**src/rtl/cpu_types_pkg.sv**
```systemverilog
// cpu_types_pkg: shared types for the CPU / cache / bus codebase.
//   word_t      - 32-bit machine word used for addresses and data
//   bus_state_t - coherence bus controller FSM states
//   bus_op_t    - decoded bus transaction opcode
//   decode_op   - per-cache request decode (writeback outranks the rest)
package cpu_types_pkg;

    typedef logic [31:0] word_t;

    typedef enum logic [2:0] {
        IDLE, ARB, SNOOP, C2C, MEM_RD, MEM_WB, INV, DONE
    } bus_state_t;

    typedef enum logic [1:0] {
        WB, BUSRD, BUSRDX, BUSUPGR
    } bus_op_t;

    function automatic bus_op_t decode_op(input logic wen, input logic ren, input logic ccw);
        if (wen)      return WB;
        else if (ren) return ccw ? BUSRDX : BUSRD;
        else          return BUSUPGR;
    endfunction

endpackage

```
**src/rtl/coherence_bus_ctrl_rr_arbiter.sv**
```systemverilog
// rr_arbiter: combinational round-robin arbiter.
//   req       in  N       request vector
//   last      in  log2(N) index granted last time
//   gnt_idx   out log2(N) winning index
//   gnt_valid out 1       at least one request present
// The scan starts one past 'last' and wraps; the first requester wins.
module rr_arbiter #(
    parameter int N = 2
) (
    input  logic [N-1:0]         req,
    input  logic [$clog2(N)-1:0] last,
    output logic [$clog2(N)-1:0] gnt_idx,
    output logic                 gnt_valid
);
    localparam int IW = $clog2(N);

    // Walk the scan order backwards so the nearest requester is written last.
    always_comb begin
        gnt_idx   = '0;
        gnt_valid = 1'b0;
        for (int k = N; k >= 1; k--) begin
            if (req[(int'(last) + k) % N]) begin
                gnt_idx   = IW'((int'(last) + k) % N);
                gnt_valid = 1'b1;
            end
        end
    end

endmodule

```
**src/rtl/coherence_bus_ctrl.sv**
```systemverilog
// coherence_bus_ctrl: snooping MSI-style bus controller for NCPUS data caches
// sharing one memory port. One transaction in flight at a time.
//   CLK, nRST                         clock, async active-low reset
//   dREN/dWEN/ccwrite/cctrans [NCPUS] per-cache request / snoop-response strobes
//   daddr/dstore [NCPUS]              per-cache address and store data
//   dwait/ccwait/ccinv [NCPUS]        data wait, snoop hold, invalidate
//   dload/ccsnoopaddr [NCPUS]         returned data, snoop address
//   mem_ren/mem_wen/mem_addr/mem_store, mem_load/mem_wait  memory port
//   dbg_state                          current FSM state (observation only)
// Handshake: a cache presents a request and may hold or drop it; the granted
// cache sees dwait low for exactly one cycle (DONE) with dload valid. A memory
// access completes in the first cycle mem_wait is low.
module coherence_bus_ctrl
    import cpu_types_pkg::*;
#(
    parameter int NCPUS     = 2,
    parameter int SNOOP_TMO = 15
) (
    input  logic                    CLK,
    input  logic                    nRST,
    input  logic [NCPUS-1:0]        dREN,
    input  logic [NCPUS-1:0]        dWEN,
    input  logic [NCPUS-1:0]        ccwrite,
    input  logic [NCPUS-1:0]        cctrans,
    input  word_t [NCPUS-1:0]       daddr,
    input  word_t [NCPUS-1:0]       dstore,
    output logic [NCPUS-1:0]        dwait,
    output logic [NCPUS-1:0]        ccwait,
    output logic [NCPUS-1:0]        ccinv,
    output word_t [NCPUS-1:0]       dload,
    output word_t [NCPUS-1:0]       ccsnoopaddr,
    output logic                    mem_ren,
    output logic                    mem_wen,
    output word_t                   mem_addr,
    output word_t                   mem_store,
    input  word_t                   mem_load,
    input  logic                    mem_wait,
    output bus_state_t              dbg_state
);
    localparam int GW = $clog2(NCPUS);
    localparam int TW = $clog2(SNOOP_TMO + 1);

    bus_state_t    state_q, state_d;
    bus_op_t       op_q, op_d;
    logic [GW-1:0] gnt_q, gnt_d;
    logic [GW-1:0] last_q, last_d;
    word_t         data_q, data_d;
    logic [TW-1:0] tmo_q, tmo_d;

    logic [NCPUS-1:0] req_vec;
    logic [GW-1:0]    arb_idx;
    logic             arb_valid;
    logic             resp_any, dirty_any;
    logic [GW-1:0]    dirty_idx;

    assign req_vec   = dWEN | dREN | cctrans;
    assign dbg_state = state_q;

    rr_arbiter #(.N(NCPUS)) u_arb (
        .req       (req_vec),
        .last      (last_q),
        .gnt_idx   (arb_idx),
        .gnt_valid (arb_valid)
    );

    // Snoop responses from every cache except the granted one; the lowest
    // dirty responder is chosen as the supplier (reverse walk, last write wins).
    always_comb begin
        resp_any  = 1'b0;
        dirty_any = 1'b0;
        dirty_idx = '0;
        for (int j = NCPUS - 1; j >= 0; j--) begin
            if (j != int'(gnt_q) && cctrans[j]) begin
                resp_any = 1'b1;
                if (ccwrite[j]) begin
                    dirty_any = 1'b1;
                    dirty_idx = GW'(j);
                end
            end
        end
    end

    always_comb begin
        state_d     = state_q;
        op_d        = op_q;
        gnt_d       = gnt_q;
        last_d      = last_q;
        data_d      = data_q;
        tmo_d       = '0;
        dwait       = '1;
        ccwait      = '0;
        ccinv       = '0;
        dload       = '0;
        ccsnoopaddr = '0;
        mem_ren     = 1'b0;
        mem_wen     = 1'b0;
        mem_addr    = '0;
        mem_store   = '0;
        case (state_q)
            IDLE: if (|req_vec) state_d = ARB;
            ARB: begin
                if (arb_valid) begin
                    gnt_d   = arb_idx;
                    op_d    = decode_op(dWEN[arb_idx], dREN[arb_idx], ccwrite[arb_idx]);
                    data_d  = '0;
                    state_d = dWEN[arb_idx] ? MEM_WB : SNOOP;
                end else begin
                    state_d = IDLE;   // requester vanished before the grant
                end
            end
            SNOOP: begin
                for (int j = 0; j < NCPUS; j++) begin
                    if (j != int'(gnt_q)) begin
                        ccwait[j]      = 1'b1;
                        ccsnoopaddr[j] = daddr[gnt_q];
                    end
                end
                tmo_d = tmo_q + 1'b1;
                if (resp_any && dirty_any) begin
                    data_d  = dstore[dirty_idx];   // return data from the supplier
                    state_d = C2C;
                end else if (resp_any || tmo_q == TW'(SNOOP_TMO - 1)) begin
                    state_d = (op_q == BUSUPGR) ? INV : MEM_RD;
                end
            end
            C2C: begin
                // Supplier's dirty line is flushed back to memory as it is forwarded.
                mem_wen   = 1'b1;
                mem_addr  = daddr[gnt_q];
                mem_store = data_q;
                if (!mem_wait) state_d = (op_q == BUSRDX) ? INV : DONE;
            end
            MEM_RD: begin
                mem_ren  = 1'b1;
                mem_addr = daddr[gnt_q];
                if (!mem_wait) begin
                    data_d  = mem_load;
                    state_d = (op_q == BUSRDX) ? INV : DONE;
                end
            end
            MEM_WB: begin
                mem_wen   = 1'b1;
                mem_addr  = daddr[gnt_q];
                mem_store = dstore[gnt_q];
                if (!mem_wait) state_d = DONE;
            end
            INV: begin
                for (int j = 0; j < NCPUS; j++) begin
                    if (j != int'(gnt_q)) ccinv[j] = 1'b1;
                end
                state_d = DONE;
            end
            DONE: begin
                dwait[gnt_q] = 1'b0;
                dload[gnt_q] = data_q;
                last_d       = gnt_q;
                state_d      = IDLE;
            end
            default: state_d = IDLE;
        endcase
    end

    always_ff @(posedge CLK or negedge nRST) begin
        if (!nRST) begin
            state_q <= IDLE;
            op_q    <= WB;
            gnt_q   <= '0;
            last_q  <= GW'(NCPUS - 1);   // cache 0 wins the first arbitration
            data_q  <= '0;
            tmo_q   <= '0;
        end else begin
            state_q <= state_d;
            op_q    <= op_d;
            gnt_q   <= gnt_d;
            last_q  <= last_d;
            data_q  <= data_d;
            tmo_q   <= tmo_d;
        end
    end

endmodule
```
**config.mk**
```make
export PLATFORM = sky130hd
export DESIGN_NAME = coherence_bus_ctrl
export DESIGN_NICKNAME = d
export VERILOG_FILES = /design/src/rtl/cpu_types_pkg.sv /design/src/rtl/coherence_bus_ctrl_rr_arbiter.sv /design/src/rtl/coherence_bus_ctrl.sv
export SDC_FILE = /design/constraint.sdc
export NUM_CORES = 1
export LEC_CHECK = 0
export BUFFER_PORTS_ARGS = -buffer_cell sky130_fd_sc_hd__buf_4
export CAP_MARGIN = 20
export CORE_AREA = 2 2 146 148
export DETAILED_ROUTE_END_ITERATION = 10
export DIE_AREA = 0 0 148 150
export PLACE_DENSITY = 0.57
export REMOVE_ABC_BUFFERS = 1
export SETUP_SLACK_MARGIN = 0.05
export SYNTH_ARGS = -nofsm -noshare
export SYNTH_HDL_FRONTEND = slang
export SYNTH_SLANG_ARGS = --single-unit
```
**constraint.sdc**
```tcl
create_clock -name CLK -period 2.4 [get_ports CLK]
set_clock_uncertainty 0.15 [all_clocks]
set_input_delay 0.36 -clock CLK [delete_from_list [all_inputs] [get_ports CLK]]
set_output_delay 0.36 -clock CLK [all_outputs]
set_load 0.02 [all_outputs]
```
==> flow_results.org, run 1 <==
** Clock network
- Clock insertion delay at the later pin of the skew report :: slightly below 0.3 ns
- The clock net in this run drives a total of 43 sinks.
- Counting the buffers created by CTS gives 5.
- Root Buffer :: sky130_fd_sc_hd__clkbuf_16
- Clock transition at the register clock pins on the worst setup and hold paths after CTS :: 0.07 ns
- # Post-CTS Setup Buffers :: 0
- Clock tree from TritonCTS :: built
- The clock passes through at most 2 buffers.
- The H-tree was split into 2 levels.

** Drt
- DRC violation total after the first TritonRoute iteration :: between 150 and 200
- In the routed layout, each cell is associated on average with a via count of ~4.6.
- Routed vias :: 5696
- Dividing the detail-routed wire length by the instance count gives roughly 19 um.
- Antenna Violating Nets Remaining :: 0
- DR pass1 iterations :: 4
- For this block, the routed nets add up to 23120 um of wire.
- In the routed design, unresolved DRC markers number 0.

** Yosys
- Distinct cell type count after synthesis :: 43
- The synthesized design contains 0 enable-type register cells.
- Proportion of synthesized flip-flops having asynchronous set or reset :: 1.000
- Each instance of the synthesized netlist takes up on average around 8.0 um^2.
- Synth Warn # :: 0
- Post-Synthesis Cell Area :: 4838 um^2
- Portion of the post-synthesis area used by sequential elements :: 0.2227
- Among all flip-flop cells after synthesis, the most frequent one is sky130_fd_sc_hd__dfrtp_1.
- Synth Instances :: 604
- #FFs+latches synth :: 43

** Global route
- The first global-routing pass estimated 33820 um of wire.
- After global routing the overflow that remains totals 0.
- Number of global-route vias before repair :: slightly below 6000
- Entering global routing, the biggest net connects 46 pins.
- All-Layer GR Usage :: 0.1981
- Initial antenna violation count :: 0

** Setup path
- Among all stages on the critical path, the largest delay is contributed by sky130_fd_sc_hd__dfrtp_1.
- Delay of the slowest cell on the worst path :: about 0.42 ns
- STA classifies the critical path endpoint as a primary output.
- Arrival time at the worst endpoint :: between 1.5 and 2 ns
- Category of the critical setup timing path :: reg -> out
- Cell-by-cell trace of the critical path :: nor2b_2 > and2b_2 > buf_12 > and3_1 > buf_4
- Data on the critical path is required at its endpoint by 1.89 ns.
- The worst setup path is launched from a flip-flop.
- Family with the most delay on the worst path :: simple AND/OR/NAND/NOR gates
- Reg-to-reg critical path endpoint :: data_q[25]$_DFFE_PN0P_
- The worst register-to-register path has a depth of 5.
- Reg-to-reg startpoint :: gnt_q$_DFFE_PN0P_
- Worst reg-to-reg setup slack :: 0.25 ns
- Along the worst path, the maximum fanout reaches 34.
- Together, buffers and inverters on the worst path number 2.

** Timing
- Worst max-slew margin expressed relative to the limit :: 0.6005
- Worst-case setup margin in the final layout :: 0.08254 ns
- Highest clock frequency the design can meet :: ~430 MHz
- Hold Slack :: 0.2277 ns
- Setup repair after global routing could not meet its margin everywhere.
- The count of pins over their slew limit came to 0.
- The count of final hold-check violations was 0.
- Crit path time final :: roughly 2.3 ns
- Fin crit share :: 0.9656
- Final Setup Violations :: 0
- Slew at the pin closest to its max-slew limit :: ~0.60 ns

** Flow run
- Max-cap viol count :: 0

** Hold path
- The tightest min-delay check is of the in -> reg type.
- The worst hold path was traced through 4 stages.
- Hold path startpoint :: mem_load[12]
- The path with the worst hold slack has its endpoint at data_q[12]$_DFFE_PN0P_.

** Place
- Total of buffers placed on input and output ports :: 373
- OpenSTA, run right after detailed placement, puts the worst setup slack at between 0.15 and 0.2 ns.
- Half-perimeter wire length after placement :: roughly 17000 um
- At the end of routability-driven placement, the weighted congestion stood at around 0.81.
- Once placement finished, the instance area stood at 7986 um^2.

** Finish
- In the final design database the tool counted 1125 nets.
- Of the cells placed in the final design, the portion with a size suffix greater than 1 is 0.4743.
- The layout has ~2200 filler cells.
- Compared with the post-synthesis result, the final layout area differs by 70.57%.
- Once layout is done, the placed cells without fillers occupy 8253 um^2.
- Leaving out fill and tap cells, the most frequent cells in the layout are sky130_fd_sc_hd__buf_4, sky130_fd_sc_hd__mux2i_1, sky130_fd_sc_hd__nand2_1.
- Antenna cell count :: 0
- Most common library cell in the layout ignoring fill and taps :: sky130_fd_sc_hd__buf_4

** Die
- FP Rows :: 53
- Die Height :: 150 um
- Horizontal extent of the die :: 148 um
- Top Ports :: 374
- Die area :: approximately 22000 um^2
- The initial utilization of the core area, before any placement, comes to 0.2339.
- Standard cell core area :: about 21000 um^2

** Power
- For this design the static power due to leakage is 4.639 nW.
- Power spread over the standard cell area amounts to 969.4 nW/um^2.
- Across the VDD grid, the largest voltage drop is 0.3461 mV.

** Outcome
- The flow ran to the end, and the final reports show no timing, DRC or antenna violations.
[flip-flops by register name (all words and copies together) (netlist names)]
| name | flops |
|---|---|
| op_q | 2 |
| gnt_q | 1 |
| tmo_q | 4 |
| dbg_state | 3 |
| data_q | 32 |
| last_q | 1 |
[final cells by class]
cell class,instances,area [um^2],share of cell area
multi-input cells,500,3485,0.4222
inverters,4,15.01,0.001819
clock buffers,6,128.9,0.01562
flip-flops and latches,43,1081,0.1310
clock inverters,2,12.51,0.001516
repair buffers,398,3187,0.3861
well taps,275,344.1,0.04169
[per-layer routing]
layer / up-vias / track usage / routed length (um)
li1: 2780 / - / -
met1: 2662 / 0.2171 / 8476
met2: 245 / 0.3970 / 12630
met3: 9 / 0.03689 / 1813
met4: 0 / 0.03333 / 203
met5: - / 0 / 0
[worst min-delay path, stage by stage]
cell and delay [ns]:
sky130_fd_sc_hd__buf_4 0.07, sky130_fd_sc_hd__nand2_1 0.03, sky130_fd_sc_hd__o21ai_0 0.05, sky130_fd_sc_hd__mux2_1 0.11
[report_power, final]
part | internal, W | switching [W]
logic | 0.00275 | 0.00343
clock network | 0.000384 | 0.000288
registers | 0.000923 | 0.000229
total | 0.00405 | 0.00395
[cell families after synthesis]
logic type,share of synthesized area
DFF,0.2227
buffers and inverters,0.06310
muxes,0.3033
xor gates and xnor gates,0.003621
and+or+nand+nor,0.3005
AOI/OAI and AO/OA,0.1016
adders and majority gates,0.005171
[synthesized netlist by cell type (all sizes together), types with 2 or more instances]
library cell / number / area share
dfrtp: 42 / 0.22
nor2b: 7 / 0.0096
or3: 2 / 0.0026
and2: 66 / 0.085
o211ai: 2 / 0.0031
a31oi: 3 / 0.0039
inv: 4 / 0.0031
nand3b: 2 / 0.0031
nor2: 47 / 0.036
a22o: 2 / 0.0036
a21oi: 6 / 0.0062
mux2: 35 / 0.10
clkbuf: 35 / 0.027
o21ai: 68 / 0.070
buf: 22 / 0.033
nand3: 4 / 0.0067
a211oi: 3 / 0.0047
mux2i: 96 / 0.20
nand2b: 2 / 0.0041
nand2: 74 / 0.057
and3: 67 / 0.088
ha: 2 / 0.0052
nor3: 3 / 0.0041
[per-stage QoR]
| step | std cells | TNS [ns] | util | power (W) |
|---|---|---|---|---|
| finish | 1228 | 0 | 0.3989 | 0.008001 |
| global route | 1228 | 0 | 0.3989 | 0.008509 |
| CTS | 1228 | 0 | 0.3976 | 0.008058 |
| detailed placement | 1217 | 0 | 0.3860 | 0.007106 |
| global placement | 1217 | 0 | 0.3860 | 0.007084 |
| floorplan | 547 | -493.68 | - | 0.004423 |
[worst max-delay path by stage]
stage	start	cells after the start	slack [ns]	end
4_1_cts	dbg_state[0]$_DFFE_PN0P_	6	0.05	dload[13]
6_report	dbg_state[1]$_DFFE_PN0P_	5	0.08	ccsnoopaddr[15]
2_1_floorplan	gnt_q$_DFFE_PN0P_	5	-3.23	data_q[12]$_DFFE_PN0P_
3_3_place_gp	cctrans[0]	7	0.18	data_q[24]$_DFFE_PN0P_
5_1_grt	dbg_state[1]$_DFFE_PN0P_	6	0.02	dload[4]
3_5_place_dp	cctrans[0]	7	0.18	data_q[29]$_DFFE_PN0P_
[repair_timing]
action                                 in CTS  in global routing
hold buffers                                1                  0
gates cloned                                2                  0
resized for setup                           4                  9
endpoints found under the hold margin      42                  0
setup endpoints to repair                  20                 41
(Power assumes the default switching activity.)
==> run 2, diff against run 1 <==
==> constraint.sdc (replaced) <==
create_clock -name CLK -period 2.4 [get_ports CLK]
set_clock_uncertainty 0.15 [all_clocks]
set_input_delay 0.6 -clock CLK [delete_from_list [all_inputs] [get_ports CLK]]
set_output_delay 0.6 -clock CLK [all_outputs]
set_load 0.02 [all_outputs]
==> flow_results.org, run 2 (synthesis results as in run 1) <==
** Place
- Total of buffers placed on input and output ports :: 373 (unchanged)
- The post-placement setup slack is -0.02398 ns (-0.2051 ns).
- Instance area after placement :: 8114 um^2 (+1.6%)
- The half-perimeter wire length after placement came to 17710 um (+2.1%).
- Routability congestion estimate :: 0.8366 (+3.1%)

** Die
- Die area :: 22200 um^2 (unchanged)
- The die boundary width came to 148 um (unchanged).
- Standard cell core area :: 20690 um^2 (unchanged)
- The chip height is 150 um (unchanged).
- Top Ports :: 374 (unchanged)
- FP Rows :: 53 (unchanged)
- Initial cell density of the core :: 0.2339 (unchanged)

** Power
- The maximum VDD drop was 0.4840 mV (+40%).
- The power after layout is 0.01063 W (+33%).
- The standby leakage power is 5.574 nW (+20%).
- Power per cell area :: 1034 nW/um^2 (+6.7%)

** Global route
- Initial antenna violation count :: 1 (+1)
- The pin count of the biggest net entering global routing was 44 (-4.3%).
- The routing usage on met1 is 0.2338 (+0.01668).
- The remaining global-route overflow was 0 (unchanged).
- The met3 usage in global routing was 0.03506 (-0.001829).
- Number of global-route vias before repair :: 6161 (+6.6%)
- After global routing, the most crowded layer is met2.
- First-pass GRT wire length :: 35820 um (+5.9%)
- All-Layer GR Usage :: 0.2096 (+0.01153)
- Global Route met2 Usage :: 0.4002 (+0.003241)

** Drt
- Remaining design rule violation count :: 0 (unchanged)
- The iteration-0 DRC count of the detailed router came to 182 (+15%).
- The number of vias after detailed routing is 6164 (+8.2%).
- DR pass1 iterations :: 4 (unchanged)
- The sum of routed wire length over all layers is 26980 um (+17%).
- The number of vias per cell was 4.801 (+3.5%).
- The final antenna-violating net count is 0 (unchanged).
- The average wire per standard cell was 21.01 um (+12%).

** Setup path
- The required time of the critical path was 1.65 ns (-0.24 ns).
- Crit path launch :: dbg_state[0]$_DFFE_PN0P_
- The signal on the critical path passes through nor2b_4 > and2b_4 > buf_12 > and3_1 > buf_6.
- Delay of the slowest cell on the worst path :: 0.48 ns (+0.06 ns)
- The maximum fanout along the worst path is 17 (-50%).
- Cell with the largest stage delay on the worst path :: sky130_fd_sc_hd__dfrtp_2
- Critical Path Start Type :: flip-flop
- Arrival time at the worst endpoint :: 1.68 ns (-0.13 ns)
- STA classifies the critical path endpoint as a primary output.
- Category of the critical setup timing path :: reg -> out
- The startpoint identified for the worst register-to-register timing path is gnt_q$_DFFE_PN0P_.

** Timing
- The worst hold-check slack is 0.1589 ns (-0.06875 ns).
- The count of final hold-check violations came to 0 (unchanged).
- The minimum period implied by the final worst setup slack came to 2.434 ns (+0.1161 ns).
- Post-route setup TNS :: -1.102 ns (-1.102 ns)
- The count of pins over their slew limit was 0 (unchanged).
- RSZ-0062 raised after global routing :: true
- The share of the cycle needed by the critical path after routing came to 1.014 (+0.04839).
- Worst max-slew margin expressed relative to the limit :: 0.6252 (+0.02463)
- Slew at the pin closest to its max-slew limit :: 0.5623 ns (-0.03695 ns)
- Highest clock frequency the design can meet :: 410.9 MHz (-4.8%)
- The count of final setup violators came to 76 (+76).
- The final worst slack is -0.03360 ns (-0.1161 ns).

** Clock network
- Clock insertion delay at the later pin of the skew report :: 0.28 ns (about the same)
- TritonCTS built the clock tree.
- The clock-pin slew on the worst setup and hold paths is 0.06 ns (about the same).
- In this run the clock root is driven by a sky130_fd_sc_hd__clkbuf_16.
- H-tree level count :: 2 (unchanged)
- The number of clock sinks came to 43 (unchanged).
- CTS buffer count :: 5 (unchanged)
- Hold buffers post-CTS :: 0 (-1)
- Worst-case clock buffer depth :: 2 (unchanged)

** Finish
- From synthesis to final layout, the design area changed by 112.4%.
- The number of nets in the layout was 1180 (+4.9%).
- Max reg flops :: 32 (unchanged)
- Register with the most flip-flops :: data_q
- The final instance area came to 10280 um^2 (+25%).
- Most common library cell in the layout ignoring fill and taps :: sky130_fd_sc_hd__buf_4
- Most used cells in the layout excluding fill and tap cells :: sky130_fd_sc_hd__buf_4, sky130_fd_sc_hd__buf_6, sky130_fd_sc_hd__mux2i_1
- Share of post-route cells with drive strength above 1 :: 0.6488 (+0.1745)

** Outcome
- Result of the run :: finished with violations
- Failing checks :: negative setup slack

** Flow run
- The number of max-capacitance violations reported is 0 (unchanged).

** Hold path
- The tightest min-delay check is of the in -> async type.
run 2: layer usage:
layer,up-vias,part of all wire
met3,31,0.063
li1,2912,-
met4,0,0.025
met2,275,0.55
met5,-,0
met1,2946,0.36
run 2: cell type report:
| class | count | area [um^2] |
|---|---|---|
| well taps | 275 | 344.1 |
| inverters | 4 | 15.01 |
| clock inverters | 1 | 30.03 |
| diodes | 1 | 2.502 |
| fillers | 1981 | 10410 |
| flip-flops and latches | 43 | 1084 |
| multi-input cells | 500 | 4198 |
| repair buffers | 453 | 4473 |
| clock buffers | 7 | 132.6 |
run 2: path summary, 6_finish.rpt:
path	endpoint	cells past startpoint	slack [ns]
max in group asynchronous	gnt_q$_DFFE_PN0P_	1	1.50
worst max-delay path	ccsnoopaddr[17]	5	-0.03
worst min register to register	last_q$_DFFE_PN1P_	2	0.33
worst max register to register	data_q[4]$_DFFE_PN0P_	8	0.02
min in group CLK	last_q$_DFFE_PN1P_	2	0.33
worst min-delay path	data_q[8]$_DFFE_PN0P_	1	0.16
run 2: critical path: cells and delay by family, from the launching register on:
family | cells | cell delay [ns]
AND/OR/NAND/NOR | 3 | 0.64
flip-flops | 1 | 0.48
buffers and inverters | 2 | 0.29
run 2: report_power, final:
part	switching [W]	internal [W]	total, W
Clock	0.000272	0.000492	0.000764
Combinational	0.00433	0.00429	0.00862
Sequential	0.000318	0.000926	0.00124
run 2: through the flow:
step | util | cells
after detailed placement | 0.3922 | 1229
after global placement | 0.3922 | 1229
final | 0.4968 | 1284
after floorplan | - | 547
after global routing | 0.4968 | 1284
after CTS | 0.4423 | 1265
run 2: repair_timing:
action / CTS / global route
gates resized for setup: 160 / 223
pin swaps: 4 / 52
setup buffers: 22 / 8
gates cloned: 7 / 11
setup endpoints to repair: 193 / 202
==> run 3, diff against run 2 <==
--- a/config.mk
+++ b/config.mk
@@ -7,12 +7,13 @@
 export LEC_CHECK = 0
 export BUFFER_PORTS_ARGS = -buffer_cell sky130_fd_sc_hd__buf_4
 export CAP_MARGIN = 20
-export CORE_AREA = 2 2 146 148
+export CORE_AREA = 2 2 145 147
 export DETAILED_ROUTE_END_ITERATION = 10
-export DIE_AREA = 0 0 148 150
-export PLACE_DENSITY = 0.57
+export DIE_AREA = 0 0 147 149
+export PLACE_DENSITY = 0.58
 export REMOVE_ABC_BUFFERS = 1
 export SETUP_SLACK_MARGIN = 0.05
 export SYNTH_ARGS = -nofsm -noshare
 export SYNTH_HDL_FRONTEND = slang
+export SYNTH_HIERARCHICAL = 1
 export SYNTH_SLANG_ARGS = --single-unit
==> flow_results.org, run 3 <==
** Setup path
- Critical Path Start Type :: flip-flop
- The setup path with the least slack is of type reg -> out.
- Reg-to-reg critical path endpoint :: data_q[25]$_DFFE_PN0P_
- Crit path max fanout :: 12 (-5)
- In this run the critical register-to-register path is launched from dbg_state[2]$_DFFE_PN0P_.
- Worst reg2reg path depth :: 7 (-1)
- Worst path required time :: 1.65 ns (about the same)
- Arrival time at the worst endpoint :: 1.77 ns (+0.09 ns)
- The reg2reg setup slack came to 0.13 ns (+0.11 ns).
- STA classifies the critical path endpoint as a primary output.

** Yosys
- Distinct cell type count after synthesis :: 48 (+12%)
- Largest area contributor in the netlist :: sky130_fd_sc_hd__dfrtp_1
- The share of flip-flops with an asynchronous set or reset after synthesis is 1.000 (unchanged).
- The adder-cell area share of the yosys netlist was 0.005221 (+0.00004860).
- By area, the combinational part of the netlist is dominated by multiplexers.
- The commonest cells after synthesis are sky130_fd_sc_hd__mux2i_1, sky130_fd_sc_hd__and3_1, sky130_fd_sc_hd__and2_1.
- Share of the synthesized area in compound gates (AO/OA/AOI/OAI) :: 0.1216 (+0.02001)
- The gate count after technology mapping was 564 (-6.6%).
- Portion of netlist area occupied by mux cells :: 0.3109 (+0.007549)
- The most used flip-flop cell after synthesis is sky130_fd_sc_hd__dfrtp_1.
- The area fraction in and, or, nand and nor cells after synthesis came to 0.2696 (-0.03085).
- The number of synthesized register bits came to 43 (unchanged).
- Post-synth EDFFs :: 0 (unchanged)
- Cells taking the most area after synthesis :: sky130_fd_sc_hd__dfrtp_1, sky130_fd_sc_hd__mux2i_1, sky130_fd_sc_hd__mux2_4, sky130_fd_sc_hd__and3_1, sky130_fd_sc_hd__and2_1
- The sequential-to-total area share from yosys stat was 0.2247 (+0.002092).
- Post-Synthesis Cell Area :: 4793 um^2 (-0.93%)
- The xor-xnor portion of the synthesized cell area came to 0.003654 (+0.00003402).
- Library cell with the highest instance count after synthesis :: sky130_fd_sc_hd__mux2i_1
- Average cell area after synthesis :: 8.499 um^2 (+6.1%)
- Synth Warn # :: 6 (+6)
- The area share of the leading cell type in the synthesized netlist was 0.2193 (+0.002041).

** Place
- Routability congestion estimate :: 0.8011 (-4.2%)
- The cell area after placement was 8113 um^2 (about the same).
- Total of buffers placed on input and output ports :: 373 (unchanged)
- Half-perimeter wire length after placement :: 17060 um (-3.7%)

** Timing
- Final Setup Violations :: 153 (+100%)
- Count of pins over their slew limit :: 0 (unchanged)
- Slew at the pin closest to its max-slew limit :: 0.5816 ns (+0.01929 ns)
- Worst max-slew margin expressed relative to the limit :: 0.6123 (-0.01286)
- Highest clock frequency the design can meet :: 396.2 MHz (-3.6%)
- The count of final hold-check violations came to 0 (unchanged).
- Crit path time final :: 2.524 ns (+0.09024 ns)
- The final worst slack is -0.1238 ns (-0.09024 ns).
- Hold Slack :: 0.1590 ns (+0.00009500 ns)
- Post-route setup TNS :: -9.128 ns (-8.027 ns)
- Setup repair after global routing could not meet its margin everywhere.
- Fin crit share :: 1.052 (+0.03760)

** Global route
- The first-pass GRT wire length is 33270 um (-7.1%).
- All-Layer GR Usage :: 0.1942 (-0.01543)
- Largest net degree at the start of global routing :: 44 (unchanged)
- Initial antenna violation count :: 2 (+1)
- The remaining global-route overflow was 0 (unchanged).
- Number of global-route vias before repair :: 5813 (-5.6%)

** Finish
- The number of inserted filler cells in the final layout came to 1948 (-1.7%).
- Compared with the post-synthesis result, the final layout area differs by 108.7%.
- Max reg flops :: 32 (unchanged)
- Share of post-route cells with drive strength above 1 :: 0.6379 (-0.01086)
- In the layout the commonest cells are sky130_fd_sc_hd__buf_4, sky130_fd_sc_hd__buf_6, sky130_fd_sc_hd__mux2i_1.
- Register with the most flip-flops :: data_q
- Most common library cell in the layout ignoring fill and taps :: sky130_fd_sc_hd__buf_4
- Non-Filler Cell Area, Final :: 10000 um^2 (-2.7%)
- The number of nets in the layout is 1147 (-2.8%).

** Drt
- Remaining design rule violation count :: 0 (unchanged)
- The average wire per standard cell is 20.04 um (-4.6%).
- Post-DR vias/cell :: 4.816 (+0.33%)
- Antenna Violating Nets Remaining :: 0 (unchanged)
- DRC violation total after the first TritonRoute iteration :: 117 (-36%)
- Total wire length :: 25090 um (-7.0%)
- Routed vias :: 6030 (-2.2%)
- DR pass1 iterations :: 4 (unchanged)

** Clock network
- Root Buffer :: sky130_fd_sc_hd__clkbuf_16
- Worst-case clock buffer depth :: 2 (unchanged)
- Clock insertion delay at the later pin of the skew report :: 0.28 ns (about the same)
- TritonCTS built the clock tree.
- The number of clock sinks came to 43 (unchanged).
- The number of buffers inserted during clock tree synthesis was 5 (unchanged).
- Clock transition at the register clock pins on the worst setup and hold paths after CTS :: 0.06 ns (about the same)
- H-tree level count :: 2 (unchanged)

** Flow run
- The number of max-capacitance violations reported was 0 (unchanged).

** Outcome
- Failing checks :: negative setup slack
- Result of the run :: finished with violations

** Hold path
- Worst hold path class :: in -> async

** Die
- The die boundary width was 147 um (-0.68%).
- The chip height is 149 um (-0.67%).
- Die area :: 21900 um^2 (-1.3%)
- Initial cell density of the core :: 0.2332 (-0.0006824)
- Standard cell core area :: 20560 um^2 (-0.64%)
- Top Ports :: 374 (unchanged)
- The total number of placement rows came to 53 (unchanged).

** Power
- The standby leakage power was 5.038 nW (-9.6%).
- Total design power :: 0.01070 W (+0.65%)
- The power per standard cell area was 1069 nW/um^2 (+3.4%).
- Worst IR Drop VDD :: 0.4880 mV (+0.83%)
==> run 3: changes by cell type after synthesis, moves of 4 or more <==
cell and change:
sky130_fd_sc_hd__o21ai_1 +20, sky130_fd_sc_hd__nand2_1 -34, sky130_fd_sc_hd__a21oi_1 -4, sky130_fd_sc_hd__o21ai_0 -52, sky130_fd_sc_hd__o2bb2ai_1 +32, sky130_fd_sc_hd__inv_1 +5
==> run 3: power breakdown <==
part / total [W] / leakage, nW / switching, W / internal [W]
Sequential: 0.00133 / 0.568 / 0.000331 / 0.00100
Clock: 0.000662 / 0.0679 / 0.000277 / 0.000385
Combinational: 0.00871 / 4.40 / 0.00435 / 0.00436
==> run 3: layer usage <==
| layer | up-vias | share of wire | global-route usage |
|---|---|---|---|
| met5 | - | 0 | 0 |
| met1 | 2880 | 0.36 | 0.2170 |
| met3 | 42 | 0.079 | 0.05321 |
| met2 | 288 | 0.53 | 0.3714 |
| met4 | 0 | 0.030 | 0.03558 |
| li1 | 2820 | - | - |
==> run 3: timing repair <==
action	in CTS	in global routing
endpoints found under the setup margin	231	210
cloned	5	12
gates resized for setup	100	190
hold buffers	0	0
buffers inserted	16	13
pin swaps	2	63
==> run 3: worst max path at each step <==
stage	startpoint	to	slack (ns)	depth (start not counted)
after floorplan	gnt_q$_DFFE_PN0P_	data_q[0]$_DFFE_PN0P_	-3.27	4
after global routing	dbg_state[1]$_DFFE_PN0P_	mem_store[20]	-0.18	5
after detailed placement	cctrans[0]	dbg_state[1]$_DFFE_PN0P_	-0.36	8
after CTS	dbg_state[1]$_DFFE_PN0P_	mem_store[25]	-0.10	8
final	dbg_state[1]$_DFFE_PN0P_	mem_store[10]	-0.12	6
after global placement	cctrans[0]	data_q[11]$_DFFE_PN0P_	-0.33	8
==> run 3: area by class of cell <==
class / count / area (um^2) / area share
Timing Repair Buffer: 459 / 4342 / 0.4340
Multi-Input combinational cell: 456 / 4060 / 0.4058
Sequential cell: 43 / 1082 / 0.1082
Tap cell: 275 / 344.1 / 0.03439
Clock buffer: 7 / 132.6 / 0.01326
Inverter: 9 / 33.78 / 0.003377
Clock inverter: 1 / 5.005 / 0.0005002
Antenna cell: 2 / 5.005 / 0.0005002
==> run 3: kinds of logic (layout without fill, tap and decap cells) <==
| logic type | count (synthesis) | count (layout) |
|---|---|---|
| simple gates | 237 | 237 |
| buf+inv | 65 | 476 |
| xor+xnor | 2 | 2 |
| compound gates | 82 | 82 |
| other cells | 0 | 2 |
| fa+ha+maj | 2 | 2 |
| flops | 43 | 43 |
| mux | 133 | 133 |
==> run 3: critical path, cell delays in order, from the launching register on <==
cell and delay [ns]:
sky130_fd_sc_hd__dfrtp_1 0.39, sky130_fd_sc_hd__or2b_4 0.26, sky130_fd_sc_hd__or2_4 0.25, sky130_fd_sc_hd__buf_12 0.15, sky130_fd_sc_hd__buf_4 0.14, sky130_fd_sc_hd__o21ai_4 0.15, sky130_fd_sc_hd__buf_6 0.13
==> run 3: metrics by stage <==
stage | std cells | util | setup slack [ns]
floorplan | 508 | - | -3.265
global placement | 1197 | 0.3946 | -0.3291
detailed placement | 1197 | 0.3946 | -0.3601
CTS | 1226 | 0.4304 | -0.1034
global route | 1250 | 0.4864 | -0.1764
finish | 1252 | 0.4867 | -0.1238
